==> config.mk <==
export PLATFORM = sky130hd
export DESIGN_NAME = demux_stripe_1xn
export DESIGN_NICKNAME = d
export VERILOG_FILES = /design/src/rtl/demux_pkg.sv /design/src/rtl/demux_out_stage.sv /design/src/rtl/demux_stripe_1xn.sv
export SDC_FILE = /design/constraint.sdc
export NUM_CORES = 1
export LEC_CHECK = 0
export ABC_AREA = 0
export CAP_MARGIN = 20
export CORE_MARGIN = 1
export CORE_UTILIZATION = 53
export CTS_CLUSTER_DIAMETER = 100
export DETAILED_ROUTE_END_ITERATION = 8
export MAX_ROUTING_LAYER = met4
export PLACE_DENSITY = 0.9
export SLEW_MARGIN = 20
export SYNTH_ARGS = -nofsm -noshare
export SYNTH_HDL_FRONTEND = slang
export SYNTH_HIERARCHICAL = 1
export SYNTH_SLANG_ARGS = --single-unit
==> constraint.sdc <==
create_clock -name clk -period 3.8 [get_ports clk]
set_input_delay 0.95 -clock clk [delete_from_list [all_inputs] [get_ports clk]]
set_output_delay 0.95 -clock clk [all_outputs]
set_load 0.01 [all_outputs]
==> src/rtl/demux_pkg.sv <==
// demux_pkg: shared constants and helpers for the 1xN lane de-striping demux.
//   W_DEF / LANES_DEF : default word width and lane count
//   ptr_w()           : width of the lane pointer for a given lane count
//   lane_lo()         : low bit index of lane i inside a packed LANES*W word
package demux_pkg;

    localparam int W_DEF     = 8;
    localparam int LANES_DEF = 4;

    function automatic int ptr_w(input int lanes);
        return (lanes < 2) ? 1 : $clog2(lanes);
    endfunction

    function automatic int lane_lo(input int i, input int w);
        return i * w;
    endfunction

endpackage

==> src/rtl/demux_out_stage.sv <==
// demux_out_stage: output group register with valid/ready hold.
// Ports:
//   clk, reset         : clock, asynchronous active-high reset
//   load               : capture load_data/load_valid this edge
//   load_data/valid    : group to present (LANES*W data, LANES valid bits)
//   out_ready          : downstream consumes the presented group
//   out_data/out_valid : presented group
//   load_ok            : register is empty or draining this cycle
module demux_out_stage #(
    parameter int W     = 8,
    parameter int LANES = 4
) (
    input  logic               clk,
    input  logic               reset,
    input  logic               load,
    input  logic [LANES*W-1:0] load_data,
    input  logic [LANES-1:0]   load_valid,
    input  logic               out_ready,
    output logic [LANES*W-1:0] out_data,
    output logic [LANES-1:0]   out_valid,
    output logic               load_ok
);

    logic [LANES*W-1:0] data_q, data_d;
    logic [LANES-1:0]   valid_q, valid_d;
    logic               out_full;

    always_comb begin
        out_full = |valid_q;
        load_ok  = !out_full | out_ready;
        data_d   = data_q;
        valid_d  = valid_q;
        // A load in the same cycle as a drain simply replaces the group.
        if (load) begin
            data_d  = load_data;
            valid_d = load_valid;
        end else if (out_full & out_ready) begin
            valid_d = '0;
        end
    end

    always_ff @(posedge clk or posedge reset) begin
        if (reset) begin
            data_q  <= '0;
            valid_q <= '0;
        end else begin
            data_q  <= data_d;
            valid_q <= valid_d;
        end
    end

    assign out_data  = data_q;
    assign out_valid = valid_q;

endmodule

==> src/rtl/demux_stripe_1xn.sv <==
// demux_stripe_1xn: 1-to-LANES round-robin de-striping demux.
// Consecutive accepted W-bit words fill lanes 0..LANES-1; each completed
// group is presented as one LANES*W word with per-lane valid bits.
// Ports:
//   clk, reset          : clock, asynchronous active-high reset
//   in_data/in_valid    : input word stream, in_ready back-pressure
//   flush               : close the current partial group (DEMUX_FLUSH_EN only)
//   out_data/out_valid  : presented group, lane i at bits [i*W +: W]
//   out_ready           : downstream consumes the presented group
// Macro DEMUX_FLUSH_EN: adds the flush port and partial-group emission.
module demux_stripe_1xn
    import demux_pkg::*;
#(
    parameter int W     = W_DEF,
    parameter int LANES = LANES_DEF
) (
    input  logic               clk,
    input  logic               reset,
    input  logic [W-1:0]       in_data,
    input  logic               in_valid,
    output logic               in_ready,
`ifdef DEMUX_FLUSH_EN
    input  logic               flush,
`endif
    output logic [LANES*W-1:0] out_data,
    output logic [LANES-1:0]   out_valid,
    input  logic               out_ready
);

    localparam int PW = ptr_w(LANES);
    localparam logic [PW-1:0] LAST = PW'(LANES - 1);

    // Gather buffer only needs LANES-1 slots: the last lane's word goes
    // straight into the output register on the transfer edge.
    logic [LANES-2:0][W-1:0] slot_q, slot_d;
    logic [LANES-2:0]        mask_q, mask_d;
    logic [PW-1:0]           ptr_q, ptr_d;

    logic               flush_w, last_lane, accept, xfer, load_ok;
    logic [LANES*W-1:0] grp_data;
    logic [LANES-1:0]   grp_valid;

`ifdef DEMUX_FLUSH_EN
    assign flush_w = flush;
`else
    assign flush_w = 1'b0;
`endif

    always_comb begin
        last_lane = (ptr_q == LAST);
        in_ready  = load_ok | (!last_lane & !flush_w);
        accept    = in_valid & in_ready;
        xfer      = load_ok & ((accept & last_lane) |
                               (flush_w & ((ptr_q != '0) | accept)));

        // Group as it would be emitted this cycle; unfilled lanes are zero.
        grp_data  = '0;
        grp_valid = '0;
        for (int i = 0; i < LANES - 1; i++) begin
            if (mask_q[i]) begin
                grp_data[lane_lo(i, W) +: W] = slot_q[i];
                grp_valid[i]                 = 1'b1;
            end
        end
        for (int i = 0; i < LANES; i++) begin
            if (accept && ptr_q == PW'(i)) begin
                grp_data[lane_lo(i, W) +: W] = in_data;
                grp_valid[i]                 = 1'b1;
            end
        end

        slot_d = slot_q;
        mask_d = mask_q;
        ptr_d  = ptr_q;
        if (xfer) begin
            mask_d = '0;
            ptr_d  = '0;
        end else if (accept) begin
            // Without a transfer ptr is below LAST, so no wrap is needed.
            for (int i = 0; i < LANES - 1; i++) begin
                if (ptr_q == PW'(i)) begin
                    slot_d[i] = in_data;
                    mask_d[i] = 1'b1;
                end
            end
            ptr_d = ptr_q + PW'(1);
        end
    end

    always_ff @(posedge clk or posedge reset) begin
        if (reset) begin
            slot_q <= '0;
            mask_q <= '0;
            ptr_q  <= '0;
        end else begin
            slot_q <= slot_d;
            mask_q <= mask_d;
            ptr_q  <= ptr_d;
        end
    end

    demux_out_stage #(.W(W), .LANES(LANES)) u_out (
        .clk        (clk),
        .reset      (reset),
        .load       (xfer),
        .load_data  (grp_data),
        .load_valid (grp_valid),
        .out_ready  (out_ready),
        .out_data   (out_data),
        .out_valid  (out_valid),
        .load_ok    (load_ok)
    );

endmodule
==> impl.org, run 1 <==
** Yosys
- Synthesis produced a netlist with a net count of 281.
- Distinct cells, synth :: 22
- After technology mapping, the gate count stands at 265.
- Portion of the post-synthesis area used by sequential elements :: 54.3%
- Combined area of all synthesized cells :: 3000 um^2
- Dividing the synthesized area by the synthesized cell count gives 11.3 um^2.
- Yosys reg bits :: 65
- For this run, the number of Yosys warnings is 6.

** Setup path
- Most numerous cell on the critical path :: sky130_fd_sc_hd__clkdlybuf4s50_1
- In this design, the stage delay of the slowest critical-path cell is 560 ps.
- Slowest stage cell on the critical path :: sky130_fd_sc_hd__clkdlybuf4s50_1
- STA classifies the critical path endpoint as a primary output.
- STA classifies the critical path startpoint as an input port.
- Along the worst path, the maximum fanout reaches 5.
- The critical path is of the in2out type.
- Arr. time, crit path :: 2470 ps
- Cell-by-cell listing of the critical path :: clkdlybuf4s50_1 > inv_1 > o41ai_1 > nand2b_2 > clkdlybuf4s50_1
- Required time of the critical path :: 2850 ps

** Place
- Before CTS, the worst setup slack after placement is 394 ps.
- IO Port Bufs :: 48
- Final HPWL DP :: 4060 um
- Routability-driven placement finished with a final weighted congestion of 0.769.

** Clock tree
- CTS built an H-tree with a depth of 3.
- Clock slew at reported path FFs :: 70 ps
- Clock insertion delay at the later pin of the skew report :: 340 ps
- Setup repair bufs after CTS :: 0
- TritonCTS built the clock tree.
- Post-CTS repair changed the size of 0 cells.
- For this design, the sink count on the clock tree is 65.
- CTS root buffer :: sky130_fd_sc_hd__clkbuf_8
- Max clock buf depth :: 2
- Clock buffer count from CTS :: 9
- Hold-fix buffers, CTS :: 0

** Power and ir drop
- Total power divided by cell area :: 765 nW/um^2
- For this design the static power due to leakage is 1.68 nW.
- The worst-case IR drop observed on VDD is 0.340 mV.

** Layout
- 0 antenna diodes ended up in the layout.
- Fraction of final layout cells with drive strength greater than 1 :: 16.7%
- Synth-to-Final Area Change :: 20.7%
- Number of nets in the layout :: 329
- Leaving out fill and tap cells, the most frequent cell in the layout is sky130_fd_sc_hd__dfrtp_1.
- Most used cells in the layout excluding fill and tap cells :: 65 x sky130_fd_sc_hd__dfrtp_1, 53 x sky130_fd_sc_hd__nand2_1, 48 x sky130_fd_sc_hd__clkdlybuf4s50_1

** Route
- Post-detailed-route count of antenna-violating nets :: 0
- Total routed wirelength :: 6080 um
- Vias/cell :: 5.37
- The first detailed-routing pass took 4 iterations.
- Residual DRC count :: 0
- For this block, the initial DRC count from the detailed router was 96.
- For this block, the via count after detailed routing is 2094.
- Wire length per cell :: 15.6 um

** STA
- Final setup skew :: 5.47 ps
- Time the worst path needs with I/O delays and setup :: 3420 ps
- The final max-slew violation count is 0.
- Setup violations remaining at the end of the flow were counted as 0.
- The worst path uses 90.1% of the clock period.
- The final hold violation count came to 0.
- Fin Hold WS :: 482 ps
- After routing, the total negative slack on setup checks comes to 0 ps.
- Headroom to the max-slew limit came out at 60.3%.
- Peak Freq :: 0.292 GHz
- After layout, the worst setup slack is 375 ps.
- At the pin with the least slew margin, the transition time is 594 ps.
- Unrepaired setup endpoints after global routing :: no

** Die
- From bottom edge to top edge, the die measures 77.2 um.
- Cell row count :: 27
- Once the floorplan was initialized, standard cells occupied 54.8% of the core.
- The floorplan step defined a die boundary enclosing 5960 um^2.
- Die width :: 77.2 um
- For this design the top-level I/O count stands at 49.
- The core region is 5470 um^2.

** GRT
- Maximum number of pins on one net before global-route repair :: 37
- Remaining global-route overflow :: 0
- The via count of the first global-routing pass was 2070.
- Number of antenna violations at the first check in global routing :: 0
- Wire length of the first global-routing pass :: 10300 um
- Global routing used 23.8% of the available tracks across all layers.

** Status
- Result of the run :: completed

** Hold path
- Hold/Removal Path Class :: reg2reg

** Flow run
- Count of maximum capacitance violations :: 0
[sequential cells by signal (all words and copies together), names as in the netlist]
register	cells
slot_q	24
ptr_q	2
u_out/out_data	32
mask_q	3
u_out/out_valid	4
[cells in the mapped netlist]
| cell | instances | area, um^2 |
|---|---|---|
| sky130_fd_sc_hd__mux2_2 | 33 | 372 |
| sky130_fd_sc_hd__buf_6 | 10 | 113 |
| sky130_fd_sc_hd__a21o_1 | 1 | 7.51 |
| sky130_fd_sc_hd__nand2b_1 | 4 | 25.0 |
| sky130_fd_sc_hd__o21a_1 | 3 | 22.5 |
| sky130_fd_sc_hd__nand2b_2 | 1 | 8.76 |
| sky130_fd_sc_hd__buf_1 | 3 | 11.3 |
| sky130_fd_sc_hd__nor3b_1 | 1 | 7.51 |
| sky130_fd_sc_hd__o41ai_1 | 1 | 8.76 |
| sky130_fd_sc_hd__and3_1 | 1 | 6.26 |
| sky130_fd_sc_hd__nand3_1 | 1 | 5.00 |
| sky130_fd_sc_hd__nor2_1 | 8 | 30.0 |
| sky130_fd_sc_hd__dfrtp_1 | 65 | 1630 |
| sky130_fd_sc_hd__clkbuf_1 | 1 | 3.75 |
| sky130_fd_sc_hd__and3_4 | 2 | 22.5 |
| sky130_fd_sc_hd__mux2i_1 | 24 | 240 |
| sky130_fd_sc_hd__nand3b_1 | 3 | 22.5 |
| sky130_fd_sc_hd__o21ai_0 | 28 | 140 |
| sky130_fd_sc_hd__ha_1 | 4 | 50.1 |
| sky130_fd_sc_hd__inv_1 | 15 | 56.3 |
| sky130_fd_sc_hd__or2_1 | 3 | 18.8 |
| sky130_fd_sc_hd__nand2_1 | 53 | 199 |
[worst max-delay path: cells and delay by family]
| family | cells | cell delay, ps |
|---|---|---|
| AO/OA/AOI/OAI | 1 | 100 |
| buffers and inverters | 3 | 1150 |
| AND/OR/NAND/NOR | 1 | 270 |
[final timing paths]
path	to	start	depth (start not counted)	slack [ps]
min reg2reg	slot_q[8]	slot_q[8]	2	480
min in group asynchronous	slot_q[4]	reset	2	1030
max	in_ready	out_ready	5	380
max reg2reg	u_out/out_data[22]	u_out/out_valid[1]	6	1320
min	slot_q[8]	slot_q[8]	2	480
max in group asynchronous	slot_q[16]	reset	2	2370
[report_power, final]
| part | internal [W] | total [W] | switching [W] |
|---|---|---|---|
| sequential | 0.000984 | 0.00118 | 0.000198 |
| combinational | 0.000608 | 0.00110 | 0.000495 |
| clock | 0.000233 | 0.000482 | 0.000250 |
| total | 0.00183 | 0.00277 | 0.000942 |
[final cells by class]
| type | instances | area, um^2 |
|---|---|---|
| Clock buffer | 12 | 135 |
| Sequential cell | 65 | 1630 |
| Multi-Input combinational cell | 171 | 1190 |
| Inverter | 15 | 56.3 |
| Fill cell | 439 | 1860 |
| Timing Repair Buffer | 51 | 503 |
| Clock inverter | 4 | 20.0 |
| Tap cell | 72 | 90.1 |
[cells by family (layout without fill, tap and decap cells)]
kind of cell | Yosys count | count (layout) | synth area share, %
buf+inv | 29 | 82 | 6.14
compound gates | 33 | 33 | 5.97
simple gates | 77 | 77 | 11.5
flops | 65 | 65 | 54.3
fa+ha+maj | 4 | 4 | 1.67
mux | 57 | 57 | 20.4
[per-layer routing]
layer / track usage (%) / share of wire (%) / up-vias
met5: - / 0 / -
met3: 5.60 / 4.7 / 12
li1: - / - / 980
met2: 34.7 / 49 / 56
met4: 11.1 / 1.7 / 0
met1: 31.3 / 45 / 1046
[through the flow]
step	area [um^2]	cells	utilization, %	total power, W
CTS	3620	390	66.1	0.00279
floorplan	3000	265	-	0.00188
finish	3620	390	66.1	0.00277
detailed placement	3460	374	63.3	0.00230
global placement	3460	374	63.3	0.00223
global route	3620	390	66.1	0.00296
Note: power is estimated with default switching activity, not from simulation.
==> inputs of run 2 (changes only) <==
==> constraint.sdc (replaced) <==
create_clock -name clk -period 4.2 [get_ports clk]
set_input_delay 1.05 -clock clk [delete_from_list [all_inputs] [get_ports clk]]
set_output_delay 1.05 -clock clk [all_outputs]
set_load 0.01 [all_outputs]
==> impl.org, run 2 (synthesized netlist as in run 1, its figures left out) <==
** GRT
- The first global-routing pass estimated 9980 um of wire.
- Via count of the first global-routing pass :: 2000
- Remaining global-route overflow :: 0
- Entering global routing, the biggest net connects 37 pins.
- The initial antenna violation count was 0.
- For this run, the total global-route usage over all layers was measured as 23.1%.

** Die
- Initial Utilization :: 54.8%
- The total area inside the core boundary comes to 5470 um^2.
- Measured along the y axis, the die boundary spans 77.2 um.
- The floorplan has 27 rows.
- During I/O placement, the number of pins put on the boundary was 49.
- Die width :: 77.2 um
- Area of the die :: 5960 um^2

** Route
- Highest routed metal layer :: met4
- The detailed router put a total of 2730 um of wire on met1.
- Length of the first detailed-routing pass in iterations :: 4
- Wire length per cell :: 15.4 um
- In the routed design, unresolved DRC markers number 0.
- Summed over all layers, the routed wires come to 6000 um.
- Once detail routing completed, the nets flagged for antenna violations numbered 0.
- Detailed routing placed a total of 2840 um of wire on met2.
- For this block, the via count after detailed routing is 2067.
- The routed design uses 306 um of met3 wire.
- Dividing the detail-routed via count by the number of cells gives 5.30.
- The detailed router finished its first iteration with 165 violations.

** Place
- Final HPWL DP :: 4010 um
- Once placement finished, the instance area stood at 3480 um^2.
- Routability cong. :: 0.761
- IO Port Bufs :: 48

** Setup path
- Cell-by-cell listing of the critical path :: clkdlybuf4s50_1 > inv_1 > o41ai_1 > nand2b_2 > clkdlybuf4s50_1
- Combined buffer and inverter count along the critical path :: 3
- Among the stages of the critical path, the cell type that occurs most often is sky130_fd_sc_hd__clkdlybuf4s50_1.
- Among all stages on the critical path, the largest delay is contributed by sky130_fd_sc_hd__clkdlybuf4s50_1.
- Along the worst path, the maximum fanout reaches 5.
- The kind of cell with the highest combined delay along the critical path is buffers and inverters.
- Endpoint class of the critical path :: primary output
- Required time of the critical path :: 3150 ps
- The worst setup path is of the in2out kind.
- At the worst endpoint, the arrival time is 2570 ps.
- STA classifies the critical path startpoint as an input port.
- For this run, the slowest stage of the critical path takes 560 ps.

** Clock tree
- CTS root buffer :: sky130_fd_sc_hd__clkbuf_8
- Clock buffer count from CTS :: 9
- TritonCTS built the clock tree.
- # resized after CTS :: 0
- After clock tree synthesis, the flow added hold-fix buffers numbering 0.
- The H-tree generated during clock tree synthesis spans 3 levels.
- Clock-pin slew was measured on the worst setup and hold paths at 70 ps.
- The number of setup buffers added after CTS is 0.
- At the later pin of the worst-skew pair, clock insertion delay measures 340 ps.
- Count of clock tree sinks :: 65
- Max clock buf depth :: 2

** Power and ir drop
- Total power :: 0.00252 W
- In this run the static leakage power is 1.69 nW.
- Total power divided by cell area :: 693 nW/um^2
- Peak ir drop on the vdd network :: 0.302 mV

** Layout
- In the final layout, flip-flops and latches occupy 1630 um^2.
- # diodes :: 0
- Counting the fill cells in the layout gives 428.
- Fraction of final layout cells with drive strength greater than 1 :: 17.3%
- Max reg flops :: 32
- Most common library cell in the layout ignoring fill and taps :: sky130_fd_sc_hd__dfrtp_1
- From synthesis to final layout, the design area changed by 21.6%.
- Number of nets in the layout :: 330
- Cell area after layout :: 3640 um^2
- Area of the multi-input gates :: 1190 um^2
- Most used cells in the layout excluding fill and tap cells :: 65 x sky130_fd_sc_hd__dfrtp_1, 53 x sky130_fd_sc_hd__nand2_1, 48 x sky130_fd_sc_hd__clkdlybuf4s50_1

** STA
- Headroom to the max-slew limit came out at 59.3%.
- Peak Freq :: 0.276 GHz
- Endpoints failing setup :: 0
- Dividing the final minimum period by the clock period gives 86.2%.
- Time the worst path needs with I/O delays and setup :: 3620 ps
- After routing, the total negative slack on setup checks comes to 0 ps.
- Max-slew violation total from the final report :: 0
- Setup repair after global routing left no endpoint under its margin.
- The final hold violation count came to 0.
- On the final layout, the worst clock skew is 5.60 ps.
- For the pin with the worst max-slew slack, the measured transition is 610 ps.

** Flow run
- Count of maximum capacitance violations :: 0

** Status
- The flow ran to the end, and the final reports show no timing, DRC or antenna violations.

** Hold path
- Hold/Removal Path Class :: reg2reg
[run 2: cell types whose count changed in the layout (fill, tap and decap cells not counted)]
| cell | change |
|---|---|
| sky130_fd_sc_hd__clkbuf_8 | +1 |
| sky130_fd_sc_hd__clkbuf_1 | -2 |
| sky130_fd_sc_hd__buf_12 | +1 |
[run 2: power breakdown]
group	internal (W)	switching, W	total, W
clock	0.000223	0.000230	0.000453
sequential	0.000890	0.000180	0.00107
combinational	0.000559	0.000441	0.00100
total	0.00167	0.000852	0.00252
[run 2: path summary, 6_finish.rpt]
| kind | end | startpoint | cells after the start | slack [ps] |
|---|---|---|---|---|
| max | in_ready | out_ready | 5 | 580 |
| min | slot_q[23] | slot_q[23] | 2 | 480 |
| max reg2reg | u_out/out_data[22] | u_out/out_valid[1] | 5 | 1860 |
| min reg2reg | slot_q[23] | slot_q[23] | 2 | 480 |
| max in group asynchronous | slot_q[12] | reset | 2 | 2670 |
| min in group asynchronous | slot_q[15] | reset | 2 | 1130 |
[run 2: metrics by stage]
step / worst slack [ps] / hold slack (ps) / util, % / std cells
5_1_grt: 500 / 500 / 66.6 / 390
6_report: 580 / 483 / 66.6 / 390
2_1_floorplan: 1790 / 448 / - / 265
4_1_cts: 579 / 486 / 66.6 / 390
3_3_place_gp: 631 / 461 / 63.6 / 375
3_5_place_dp: 591 / 471 / 63.6 / 375
[run 2: worst reg2reg max path, cell delays in order (launching register included)]
cell	delay, ps
sky130_fd_sc_hd__dfrtp_1	410
sky130_fd_sc_hd__o41ai_1	560
sky130_fd_sc_hd__nand2b_2	270
sky130_fd_sc_hd__and3_1	530
sky130_fd_sc_hd__mux2i_1	170
sky130_fd_sc_hd__mux2_2	290
[run 2: layout make-up]
| class | instances | share of cell area (%) |
|---|---|---|
| Sequential cell | 65 | 44.6 |
| Multi-Input combinational cell | 171 | 32.6 |
| Timing Repair Buffer | 52 | 14.4 |
| Clock buffer | 11 | 3.88 |
| Tap cell | 72 | 2.47 |
| Inverter | 15 | 1.55 |
| Clock inverter | 4 | 0.549 |
[run 2: metal layers]
| metal | track usage, % | vias up |
|---|---|---|
| met4 | 10.8 | 0 |
| met2 | 34.6 | 54 |
| li1 | - | 980 |
| met1 | 29.4 | 1022 |
| met3 | 6.07 | 11 |
| met5 | - | - |
